## src/rtl/usb_ep_fifo_pkg.sv

```systemverilog
// Shared types for the USB endpoint FIFO: the per-cycle packet actions
// taken on each side and the priority rules that pick between them.
package usb_ep_fifo_pkg;

   // Packet-level action on the write side for one cycle
   typedef enum logic [1:0] {
      WR_HOLD   = 2'd0,
      WR_COMMIT = 2'd1,
      WR_ABORT  = 2'd2
   } wr_action_e;

   // Packet-level action on the read side for one cycle
   typedef enum logic [1:0] {
      RD_HOLD   = 2'd0,
      RD_COMMIT = 2'd1,
      RD_REWIND = 2'd2
   } rd_action_e;

   // Abort wins over commit, and a commit of an overflowed packet is an abort
   function automatic wr_action_e wr_action(input logic abort,
                                            input logic commit,
                                            input logic ovf);
      wr_action_e act;
      act = WR_HOLD;
      if (abort || (commit && ovf)) begin
         act = WR_ABORT;
      end else if (commit) begin
         act = WR_COMMIT;
      end
      return act;
   endfunction

   // Rewind (retransmit) wins over commit (ACK)
   function automatic rd_action_e rd_action(input logic rewind,
                                            input logic commit);
      rd_action_e act;
      act = RD_HOLD;
      if (rewind) begin
         act = RD_REWIND;
      end else if (commit) begin
         act = RD_COMMIT;
      end
      return act;
   endfunction

endpackage

```

## src/rtl/usb_ep_fifo_if.sv

```systemverilog
// Endpoint FIFO port bundle between the SIE (master) and the FIFO (slave).
// Widths follow the instance parameters; clock and reset travel separately.
interface if_ep_fifo #(
   parameter int WIDTH = 8,
   parameter int DEPTH = 64
);
   localparam int AW = $clog2(DEPTH);

   logic             sclr;
   logic [WIDTH-1:0] wr_data;
   logic             wr_req;
   logic             wr_commit;
   logic             wr_abort;
   logic             full;
   logic [AW:0]      wr_free;
   logic             wr_ovf;
   logic             rd_req;
   logic             rd_commit;
   logic             rd_rewind;
   logic [WIDTH-1:0] q;
   logic             empty;
   logic [AW:0]      usedw;

   modport master (
      output sclr, wr_data, wr_req, wr_commit, wr_abort,
      output rd_req, rd_commit, rd_rewind,
      input  full, wr_free, wr_ovf, q, empty, usedw
   );

   modport slave (
      input  sclr, wr_data, wr_req, wr_commit, wr_abort,
      input  rd_req, rd_commit, rd_rewind,
      output full, wr_free, wr_ovf, q, empty, usedw
   );

endinterface

```

## src/rtl/usb_ep_fifo_ram.sv

```systemverilog
// Simple dual-port storage for the endpoint FIFO. The array itself has no
// reset; only the registered read port is cleared so q starts at zero.
module usb_ep_ram #(
   parameter int WIDTH = 8,
   parameter int DEPTH = 64
) (
   input  logic                     clk,
   input  logic                     reset_n,
   input  logic                     clr,
   input  logic                     we,
   input  logic [$clog2(DEPTH)-1:0] waddr,
   input  logic [WIDTH-1:0]         wdata,
   input  logic                     re,
   input  logic [$clog2(DEPTH)-1:0] raddr,
   output logic [WIDTH-1:0]         rdata
);

   logic [WIDTH-1:0] mem [DEPTH];

   // Write port: store the byte when the write side accepts it
   always_ff @(posedge clk) begin
      if (we) begin
         mem[waddr] <= wdata;
      end
   end

   // Read port: registered output, held between reads, cleared on reset/clear
   always_ff @(posedge clk or negedge reset_n) begin
      if (!reset_n) begin
         rdata <= '0;
      end else if (clr) begin
         rdata <= '0;
      end else if (re) begin
         rdata <= mem[raddr];
      end
   end

endmodule

```

## src/rtl/usb_ep_fifo.sv

```systemverilog
// Packet-transaction endpoint FIFO. Writes are staged and then committed or
// aborted; reads are speculative and then released (ACK) or rewound
// (retransmit). Four wrap-around pointers carry all of the state.
module usb_ep_fifo #(
   parameter int WIDTH = 8,
   parameter int DEPTH = 64
) (
   input logic      clk,
   input logic      reset_n,
   if_ep_fifo.slave bus
);
   import usb_ep_fifo_pkg::*;

   localparam int          AW      = $clog2(DEPTH);
   localparam logic [AW:0] DEPTH_P = (AW+1)'(DEPTH);
   localparam logic [AW:0] ONE_P   = (AW+1)'(1);

   logic [AW:0] wr_ptr;
   logic [AW:0] wr_cmt;
   logic [AW:0] rd_ptr;
   logic [AW:0] rd_cmt;
   logic        wr_ovf_r;

   logic [AW:0] wr_used;
   logic        full_i;
   logic        empty_i;
   logic        wr_accept;
   logic        wr_drop;
   logic        rd_accept;
   logic        ram_we;
   logic [AW:0] wr_ptr_next;
   logic [AW:0] rd_ptr_next;
   wr_action_e  wr_act;
   rd_action_e  rd_act;

   // Occupancy counts everything not yet released by the reader, so space
   // only comes back on a read commit.
   assign wr_used  = wr_ptr - rd_cmt;
   assign full_i   = (wr_used == DEPTH_P);
   assign empty_i  = (rd_ptr == wr_cmt);

   assign bus.full    = full_i;
   assign bus.wr_free = DEPTH_P - wr_used;
   assign bus.wr_ovf  = wr_ovf_r;
   assign bus.empty   = empty_i;
   assign bus.usedw   = wr_cmt - rd_ptr;

   // A drop this cycle already poisons the packet, so a same-cycle commit aborts
   assign wr_accept   = bus.wr_req & ~full_i;
   assign wr_drop     = bus.wr_req & full_i;
   assign wr_act      = wr_action(bus.wr_abort, bus.wr_commit, wr_ovf_r | wr_drop);
   assign wr_ptr_next = wr_accept ? (wr_ptr + ONE_P) : wr_ptr;
   assign ram_we      = wr_accept & ~bus.sclr & (wr_act != WR_ABORT);

   // A rewind cancels any same-cycle read so q holds its old byte
   assign rd_act      = rd_action(bus.rd_rewind, bus.rd_commit);
   assign rd_accept   = bus.rd_req & ~empty_i & ~bus.sclr & (rd_act != RD_REWIND);
   assign rd_ptr_next = rd_accept ? (rd_ptr + ONE_P) : rd_ptr;

   // Write-side pointers and the sticky overflow flag of the current packet
   always_ff @(posedge clk or negedge reset_n) begin
      if (!reset_n) begin
         wr_ptr   <= '0;
         wr_cmt   <= '0;
         wr_ovf_r <= 1'b0;
      end else if (bus.sclr) begin
         wr_ptr   <= '0;
         wr_cmt   <= '0;
         wr_ovf_r <= 1'b0;
      end else begin
         case (wr_act)
            WR_ABORT: begin
               wr_ptr   <= wr_cmt;
               wr_ovf_r <= 1'b0;
            end
            WR_COMMIT: begin
               wr_ptr   <= wr_ptr_next;
               wr_cmt   <= wr_ptr_next;
               wr_ovf_r <= 1'b0;
            end
            default: begin
               wr_ptr <= wr_ptr_next;
               if (wr_drop) begin
                  wr_ovf_r <= 1'b1;
               end
            end
         endcase
      end
   end

   // Read-side pointers: speculative read pointer and the last release point
   always_ff @(posedge clk or negedge reset_n) begin
      if (!reset_n) begin
         rd_ptr <= '0;
         rd_cmt <= '0;
      end else if (bus.sclr) begin
         rd_ptr <= '0;
         rd_cmt <= '0;
      end else begin
         case (rd_act)
            RD_REWIND: begin
               rd_ptr <= rd_cmt;
            end
            RD_COMMIT: begin
               rd_ptr <= rd_ptr_next;
               rd_cmt <= rd_ptr_next;
            end
            default: begin
               rd_ptr <= rd_ptr_next;
            end
         endcase
      end
   end

   usb_ep_ram #(
      .WIDTH (WIDTH),
      .DEPTH (DEPTH)
   ) u_ram (
      .clk     (clk),
      .reset_n (reset_n),
      .clr     (bus.sclr),
      .we      (ram_we),
      .waddr   (wr_ptr[AW-1:0]),
      .wdata   (bus.wr_data),
      .re      (rd_accept),
      .raddr   (rd_ptr[AW-1:0]),
      .rdata   (bus.q)
   );

endmodule
```

## src/flat_wrapper.sv

```systemverilog
// flat-port wrapper written by rule: the top's interface ports become plain ports
module usb_ep_fifo_flat import usb_ep_fifo_pkg::*;
#(
   parameter int WIDTH = 8,
   parameter int DEPTH = 64
)
  (clk, reset_n, bus_sclr, bus_wr_data, bus_wr_req, bus_wr_commit, bus_wr_abort, bus_rd_req, bus_rd_commit, bus_rd_rewind, bus_full, bus_wr_free, bus_wr_ovf, bus_q, bus_empty, bus_usedw);
  if_ep_fifo #(.WIDTH(WIDTH), .DEPTH(DEPTH)) bus_i ();
  input logic clk;
  input logic reset_n;
  input wire logic [$bits(bus_i.sclr)-1:0] bus_sclr;
  input wire logic [$bits(bus_i.wr_data)-1:0] bus_wr_data;
  input wire logic [$bits(bus_i.wr_req)-1:0] bus_wr_req;
  input wire logic [$bits(bus_i.wr_commit)-1:0] bus_wr_commit;
  input wire logic [$bits(bus_i.wr_abort)-1:0] bus_wr_abort;
  input wire logic [$bits(bus_i.rd_req)-1:0] bus_rd_req;
  input wire logic [$bits(bus_i.rd_commit)-1:0] bus_rd_commit;
  input wire logic [$bits(bus_i.rd_rewind)-1:0] bus_rd_rewind;
  output wire logic [$bits(bus_i.full)-1:0] bus_full;
  output wire logic [$bits(bus_i.wr_free)-1:0] bus_wr_free;
  output wire logic [$bits(bus_i.wr_ovf)-1:0] bus_wr_ovf;
  output wire logic [$bits(bus_i.q)-1:0] bus_q;
  output wire logic [$bits(bus_i.empty)-1:0] bus_empty;
  output wire logic [$bits(bus_i.usedw)-1:0] bus_usedw;
  assign bus_i.sclr = bus_sclr;
  assign bus_i.wr_data = bus_wr_data;
  assign bus_i.wr_req = bus_wr_req;
  assign bus_i.wr_commit = bus_wr_commit;
  assign bus_i.wr_abort = bus_wr_abort;
  assign bus_i.rd_req = bus_rd_req;
  assign bus_i.rd_commit = bus_rd_commit;
  assign bus_i.rd_rewind = bus_rd_rewind;
  assign bus_full = bus_i.full;
  assign bus_wr_free = bus_i.wr_free;
  assign bus_wr_ovf = bus_i.wr_ovf;
  assign bus_q = bus_i.q;
  assign bus_empty = bus_i.empty;
  assign bus_usedw = bus_i.usedw;
  usb_ep_fifo #(.WIDTH(WIDTH), .DEPTH(DEPTH)) u_core (.clk(clk), .reset_n(reset_n), .bus(bus_i));
endmodule
```

## config.mk

```make
export PLATFORM = sky130hd
export DESIGN_NAME = usb_ep_fifo_flat
export DESIGN_NICKNAME = d
export VERILOG_FILES = /design/src/rtl/usb_ep_fifo_pkg.sv /design/src/rtl/usb_ep_fifo_if.sv /design/src/rtl/usb_ep_fifo_ram.sv /design/src/rtl/usb_ep_fifo.sv /design/src/flat_wrapper.sv
export SDC_FILE = /design/constraint.sdc
export NUM_CORES = 1
export LEC_CHECK = 0
export BUFFER_PORTS_ARGS = -buffer_cell sky130_fd_sc_hd__buf_4
export CORE_UTILIZATION = 38
export DETAILED_ROUTE_END_ITERATION = 16
export PLACE_DENSITY = 0.57
export SLEW_MARGIN = 20
export SYNTH_ARGS = -nofsm -noshare
export SYNTH_HDL_FRONTEND = slang
export SYNTH_SLANG_ARGS = --single-unit
export TNS_END_PERCENT = 30
```

## constraint.sdc

```tcl
create_clock -name clk -period 8.8 [get_ports clk]
set_clock_uncertainty 0.2 [all_clocks]
set_input_delay 0.88 -clock clk [delete_from_list [all_inputs] [get_ports clk]]
set_output_delay 0.88 -clock clk [all_outputs]
set_load 0.005 [all_outputs]
```

* Yosys cells after proc, flatten, opt, wreduce, memory -nomap -nowiden *
Memory sizes are Yosys's and may differ from the RTL's.
Cells that the tools add are included.

word-level totals
  RAM bits = 512
  input bits = 17
  flip-flop bits (word level) = 37
  memories = 1
  output and inout port bits = 25
  logic and storage cells = 59

operators by class
  reduce and logical (&&, ||, !) cells = 7
  mux-type cells = 21
  equal/unequal tests = 8
  bitwise operators = 11
  $add $sub $neg = 5

memory list
  name              depth  width  rd ports  clocked after memory_dff  wr ports  RTL line               text
  u_core.u_ram.mem  64     8      1         0                         1         usb_ep_fifo_ram.sv:18  logic [WIDTH-1:0] mem [DEPTH];

operators with widths
  kind                                           count
  2-to-1 mux 7 bit                               10
  2-to-1 mux 8 bit                               2
  adder 7 x 1 -> 7 bit, second input constant    2
  subtractor 7 bit                               2
  AND 1 bit                                      7
  == test 7 bit                                  1
  == test 7 bit, second input constant           1
  2-to-1 mux 1 bit                               7
  subtractor 7 bit, first input constant         1
  nonzero test 2 bit                             3
  == test 2 x 1 -> 1 bit, second input constant  2
  == test 2 bit, second input constant           2
  2-to-1 mux 2 bit                               2
  inequality test 2 bit, second input constant   2
  NOT 1 bit                                      3
  nonzero test 3 bit                             1
  OR reduction 2 bit                             1
  logical AND 1 bit                              1
  logical OR 1 bit                               1
  bitwise OR 1 bit                               1

* Longest topological paths before layout *
Gate-level depths: netlist of run 1.

  word-level depth = 11
  mapped depth = 14
  depth with buffers taken out = 12

* By module *
Synthesis of run 1 repeated with hierarchy kept, for this count alone.

unflattened totals
  cells, all modules = 1160
  area, all modules = 22397.7 µm²

by module, submodules not included
  module       sequential area each (µm²)  area each (µm²)  instances  cells each
  usb_ep_ram   15574.9                     20166.8          1          925
  usb_ep_fifo  725.7                       2230.9           1          235

* Worst setup path after synthesis of run 1 *
No wires, ideal clock.

  path kind = flip-flop to output port
  from = reg u_core.rd_ptr[2]
  to = out bus_usedw[6]
  data required time = 7720 ps
  cell stages (with the launch flop) = 13
  buffers on the path = 4
  path slack = 5122 ps
  arrival time = 2598 ps
  cell sequence = dfrtp_1 > inv_1 > buf_4 > buf_2 > buf_4 > buf_4 > ha_1 > nor2b_1 > o21ai_0 > nand2b_1 > a21o_1 > a21oi_1 > xor2_1

between the ends
  word-level cells in the longest chain between the ends = 1

ends and longest elaborated chain
  what                      RTL line            text
  start: declaration        usb_ep_fifo.sv:20   logic [AW:0] rd_ptr;
  start signal: assignment  usb_ep_fifo.sv:102  rd_ptr <= rd_cmt;
  start signal: assignment  usb_ep_fifo.sv:105  rd_ptr <= rd_ptr_next;
  start signal: assignment  usb_ep_fifo.sv:109  rd_ptr <= rd_ptr_next;
  subtractor 7 bit          usb_ep_fifo.sv:46   assign bus.usedw = wr_cmt - rd_ptr;
  end: declaration          flat_wrapper.sv:24  output wire logic [$bits(bus_i.usedw)-1:0] bus_usedw;

Every way passes these cells.

* Worst setup path in the final report of run 1 *
  from = reg u_core.wr_ptr[0]
  to = out bus_full

between the ends
  word-level cells in the longest chain between the ends = 2

ends and longest elaborated chain
  what                      RTL line            text
  start: declaration        usb_ep_fifo.sv:18   logic [AW:0] wr_ptr;
  start signal: assignment  usb_ep_fifo.sv:73   wr_ptr <= wr_cmt;
  start signal: assignment  usb_ep_fifo.sv:77   wr_ptr <= wr_ptr_next;
  start signal: assignment  usb_ep_fifo.sv:82   wr_ptr <= wr_ptr_next;
  subtractor 7 bit          usb_ep_fifo.sv:38   assign wr_used = wr_ptr - rd_cmt;
  == test 7 bit             usb_ep_fifo.sv:39   assign full_i = (wr_used == DEPTH_P);
  end: declaration          flat_wrapper.sv:19  output wire logic [$bits(bus_i.full)-1:0] bus_full;

Every way passes these cells.

==> impl_metrics.toml, run 1 <==
[place]
dp_worst_setup_slack_ps = 3990
place_area_um2 = 23400
hpwl_um = 31300
port_buffers = 41
gp_congestion = 0.828

[critical_path]
cp.arrival_ps = 4420
worst_path_max_delay_cell = "a211oi_2"
cp_num_buf_inv = 4
reg2reg_depth = 11
cp-start-kind = "flop"
setup.worst_path.end_class = "output pin"
crit_path_cell_trace = "inv_1 > ha_1 > inv_1 > fa_1 > a21o_1 > a2111oi_0 > a31oi_1 > a211oi_2 > nand2_1 > inv_2 > buf_4"
crit_family = "compound AO/OA/AOI/OAI gates"
critPathMaxStageDelay_ps = 700
crit_top_cell = "inv_1"
crit_type = "reg2out"
required_ps = 7720
cp.depth = 11
crit_fanout = 14

[power]
power.density_nw_per_um2 = 228
p_comb_frac = 0.067
p_clk_frac = 0.432
p_seq_frac = 0.501
p_int_mw = 4.53
p_leak_nw = 7.92
p_switching_mw = 1.24
p_total_mw = 5.77
p_sw_frac = 0.215
ir_drop_mv = 0.146

[timing]
rsz0062_at_grt = "no"
final_max_slew_viol_count = 0
finalHoldViolCount = 0
max_slew_margin = 0.311
holdWs_ps = 40.7
period_needed_ps = 5500
setup_tns_ps = 0
setup_viol = 0
post-route-period-util = 0.625
setup_ws_ps = 3300
tightest_slew_ps = 1030
max_freq_mhz = 182

[logic_synthesis]
synthAdderAreaFrac = 0.0102
synth_seq_cells = 549
synth_top_area_frac = 0.687
synthCells = 1137
ys_async_sr_fraction = 0.0674
synth_cell_types = 49
synth_commonest_cells = "edfxtp_1, mux4_2, nor2_1"
synth_area_leader_cell = "edfxtp_1"
synthMuxAreaShare = 0.163
yosysMostFrequentCell = "edfxtp_1"
synthXorXnorAreaFrac = 0.0121
avgSynthCellArea_um2 = 19.7
synth-compound-area-share = 0.0261
synthSimpleGateAreaFrac = 0.0421
syn_nets = 1171
synthFlopType = "edfxtp_1"
synth_edf_count = 512
synth_top_family_by_area = "multiplexers"
ys_top_cells_by_area = "edfxtp_1, mux4_2, dfrtp_1"
yosysSeqAreaShare = 0.729
syn_area_um2 = 22400
yosys_warnings = 0

[global_route]
grt_pass1_wl_um = 78000
grt_antenna_before_repair = 0
grt.total_usage = 0.179
grt_start_max_net_pins = 110
overflow = 0
grt_pass1_vias = 11200

[finish]
layout-drive-gt1-share = 0.246
antenna_cells = 0
nNetsFinal = 1217
area_growth_pct = 13.2
fin_area_um2 = 25300

[clock_tree]
ctsHoldBuffers = 0
clock_latency_ps = 610
cts_tree = "built"
numCtsBuffers = 55
clk_path_buf_depth = 3
root_buffer = "clkbuf_16"
post_cts_buffers = 0
cts_sinks = 549
post_cts_resize_count = 0
clk_pin_slew_worst_paths_ps = 70
cts_max_level = 2

[floorplanning]
dieArea_um2 = 59800
rows = 88
die_x_um = 245
core_area_um2 = 57900
initial_core_util = 0.386
io_pins = 42
die_h_um = 245

[route]
drt_iter0_markers = 1049
ant_nets = 0
wire_per_inst_um = 26.3
dr_total_vias = 11100
drc = 0
viasPerCell = 5.55
detail_route.first_pass.iterations = 5
drt_wl_total_um = 52500

[outcome]
outcome = "completed"

[min_path]
min_path_type = "in2async"

[run]
cap_violations = 0
power by group through the flow:
stage	Sequential [mW]	Combinational [mW]	Clock [mW]
2_1_floorplan	2.93	0.235	0
3_3_place_gp	2.94	0.391	0
3_5_place_dp	2.95	0.393	0
4_1_cts	2.89	0.394	2.54
5_1_grt	2.89	0.421	2.63
6_report	2.89	0.387	2.50
metrics by stage:
step	instances	utilization
CTS	1995	0.437
finish	1995	0.437
global placement	1891	0.404
floorplan	1137	-
global route	1995	0.437
detailed placement	1891	0.404
layer usage:
metal / up-vias / share of wire / wire length, um / GRT usage
li1: 4739 / - / - / -
met5: - / 0 / 0 / 0
met2: 442 / 0.45 / 23400 / 0.263
met4: 0 / 0.024 / 1240 / 0.0548
met3: 74 / 0.072 / 3770 / 0.0397
met1: 5822 / 0.46 / 24100 / 0.266
layout make-up:
cell class	instances	area [um2]
flip-flops and latches	549	16300
inverters	25	93.8
well taps	765	957
multi-input cells	505	5670
repair buffers	47	365
clock buffers	64	1410
fillers	5032	32600
clock inverters	40	520
cell families after synthesis:
group	after synthesis
fa+ha+maj	17
flops	549
buf+inv	83
mux	167
compound gates	83
simple gates	207
xor+xnor	31
layout by cell type, fill, tap and decap left out, types with 4 or more instances in the layout:
cell type     n
a32o_1        4
o21ai_0       7
clkbuf_1      9
nor2_1      103
a21o_1        4
nand2_1      32
buf_4        46
ha_1         15
bufinv_16    12
a211oi_1     20
nand4_1      18
xnor2_1      19
nor3_1       11
o21ai_1       4
edfxtp_1    512
nor3b_1       9
nand3_1      12
clkbuf_16    55
clkinvlp_4    6
a31oi_1       6
xor2_1       12
mux2i_1       9
nor2b_1       7
inv_1        23
mux4_2      157
a21oi_1      19
dfrtp_1      35
clkinv_1      8
clkinv_2     10
path summary, 6_finish.rpt:
path | startpoint | endpoint | slack, ps
min reg2reg | u_core.wr_cmt[6] | u_core.wr_cmt[6] | 350
min | reset_n | u_core.wr_cmt[1] | 40
max in group asynchronous | reset_n | u_core.rd_ptr[0] | 7970
max reg2reg | u_core.wr_ptr[0] | u_core.u_ram.mem[45][3] | 3980
max | u_core.wr_ptr[0] | bus_full | 3300
min in group clk | bus_wr_abort | u_core.bus.wr_ovf | 300
worst register-to-register path, stage by stage (launching register included):
cell       delay (ps)
dfrtp_1           450
inv_1             110
ha_1              160
inv_1              50
fa_1              430
a21o_1            240
a2111oi_0         430
a31oi_1            90
a211oi_2          700
nand2_1           660
nand4_1           610
nor2_1            320
sequential cells by signal, indices dropped and copies added, names as in the netlist:
| signal | flops |
|---|---|
| u_core.rd_ptr | 7 |
| u_core.u_ram.rdata | 8 |
| u_core.bus.wr_ovf | 1 |
| u_core.wr_cmt | 7 |
| u_core.u_ram.mem | 512 |
| u_core.wr_ptr | 7 |
| u_core.rd_cmt | 7 |
Power figures use the tool's default switching activity.
==> inputs of run 2 (changes only) <==
==> constraint.sdc (replaced) <==
create_clock -name clk -period 5.65 [get_ports clk]
set_clock_uncertainty 0.2 [all_clocks]
set_input_delay 0.565 -clock clk [delete_from_list [all_inputs] [get_ports clk]]
set_output_delay 0.565 -clock clk [all_outputs]
set_load 0.005 [all_outputs]
==> impl_metrics.toml, run 2 (synthesis gave the netlist of run 1 again) <==
[timing]
final_max_slew_viol_count = 0
holdWs_ps = 75.9
max_freq_mhz = 204
setup_ws_ps = 744
setup_viol = 0
setup_tns_ps = 0
period_needed_ps = 4910
max_slew_margin = 0.330
rsz0062_at_grt = "no"
tightest_slew_ps = 1000
post-route-period-util = 0.868
finalHoldViolCount = 0

[floorplanning]
die_h_um = 245
die_x_um = 245
rows = 88
initial_core_util = 0.386
io_pins = 42
core_area_um2 = 57900
dieArea_um2 = 59800

[critical_path]
reg2reg_depth = 14
required_ps = 4890
setup.worst_path.end_class = "output pin"
worst_path_max_delay_cell = "nand2_1"
reg2reg_setup_slack_ps = 850
critPathMaxStageDelay_ps = 700
crit_path_cell_trace = "inv_1 > ha_1 > inv_1 > fa_1 > a211oi_1 > o21bai_1 > a21oi_1 > xnor2_1 > nand2_1 > buf_4 > inv_2 > buf_4"
crit_type = "reg2out"
cp-start-kind = "flop"
r2r_end = "u_core.bus.wr_ovf"
crit_family = "buffers and inverters"
crit_fanout = 11
r2r_start = "u_core.wr_ptr[0]"
cp.arrival_ps = 4140
cp_num_buf_inv = 5

[finish]
final_util = 0.437
nNetsFinal = 1227
largest_reg_flops = 512
final_common_cell = "edfxtp_1"
fin_area_um2 = 25300
regMostFlops = "u_core.u_ram.mem"
top_regs = "u_core.u_ram.mem (512), u_core.u_ram.rdata (8)"
layout-drive-gt1-share = 0.245
antenna_cells = 0
final_cell_mix = "edfxtp_1, mux4_2, nor2_1"
stdcell_count = 2003
area_growth_pct = 13.2

[route]
detail_route.first_pass.iterations = 5
ant_nets = 0
viasPerCell = 5.63
drc = 0
drt_iter0_markers = 1431
drt_wl_total_um = 55900
wire_per_inst_um = 27.9
dr_total_vias = 11300

[place]
gp_congestion = 0.821
dp_worst_setup_slack_ps = 1110
place_area_um2 = 23500
hpwl_um = 33800
placed_cells = 1897
port_buffers = 41

[global_route]
grt_pass1_wl_um = 81800
overflow = 0
grt_pass1_vias = 11200
grt_antenna_before_repair = 0
grt_start_max_net_pins = 65
grt.total_usage = 0.191

[power]
p_seq_frac = 0.511
power.density_nw_per_um2 = 348
p_switching_mw = 1.92
p_leak_nw = 7.93
p_sw_frac = 0.218
p_total_mw = 8.81
ir_drop_mv = 0.224
p_int_mw = 6.89
p_clk_frac = 0.419
p_comb_frac = 0.070

[clock_tree]
root_buffer = "clkbuf_16"
numCtsBuffers = 56
clock_latency_ps = 600
clk_pin_slew_worst_paths_ps = 60
cts_max_level = 2
post_cts_resize_count = 0
cts_sinks = 549
clk_path_buf_depth = 3
cts_tree = "built"

[min_path]
holdPathStages = 3
min_to = "u_core.rd_ptr[1]"
min_path_type = "in2reg"
worstHoldStart = "bus_rd_rewind"

[run]
cap_violations = 0

[outcome]
outcome = "completed"
## run 2: cell count changes in the layout (fill, tap and decap cells not counted), sizes merged
cell / previous run / this run
clkinvlp: 6 / 3
bufinv: 12 / 5
dlygate4sd3: 0 / 3
clkbuf: 64 / 80
buf: 47 / 53
clkinv: 19 / 15
inv: 28 / 25
## run 2: what timing repair did
action,CTS,global route
buffers inserted,0,0
hold buffers,3,0
hold endpoints to repair,38,0
endpoints found under the setup margin,0,0
## run 2: worst max path at each step
stage	from	slack [ps]	cells after the start	end
after floorplan	u_core.rd_ptr[2]	2290	12	bus_usedw[6]
after global placement	u_core.wr_ptr[0]	1160	11	u_core.u_ram.mem[33][3]
after detailed placement	u_core.wr_ptr[0]	1110	11	u_core.u_ram.mem[60][4]
after CTS	u_core.wr_ptr[0]	770	12	bus_full
after global routing	u_core.wr_ptr[0]	480	12	bus_full
final	u_core.wr_ptr[0]	740	12	bus_full
## run 2: power groups by stage
stage	logic [mW]	clock network (mW)	registers [mW]
3_3_place_gp	0.620	0	4.59
2_1_floorplan	0.366	0	4.57
6_report	0.615	3.69	4.51
3_5_place_dp	0.625	0	4.59
5_1_grt	0.666	3.91	4.51
4_1_cts	0.627	3.76	4.51
## run 2: per-layer routing
layer | wire length [um] | GRT usage | vias up
met5 | 0 | 0 | -
met4 | 1290 | 0.0511 | 0
met3 | 4550 | 0.0401 | 81
met2 | 25100 | 0.280 | 528
met1 | 25000 | 0.287 | 5902
li1 | - | - | 4761
## run 2: area by class of cell
type	count	area (um2)
fillers	5049	32600
clock buffers	80	1580
multi-input cells	505	5670
clock inverters	23	241
well taps	765	957
inverters	25	93.8
flip-flops and latches	549	16300
repair buffers	56	465
## run 2: worst register-to-register path, delay by kind of cell (launching register included)
kind	cells	cell delay, ps
and+or+nand+nor	2	860
AOI/OAI and AO/OA	4	930
DFF	1	450
buffers and inverters	5	1280
xor gates and xnor gates	1	430
adders and majority gates	2	580
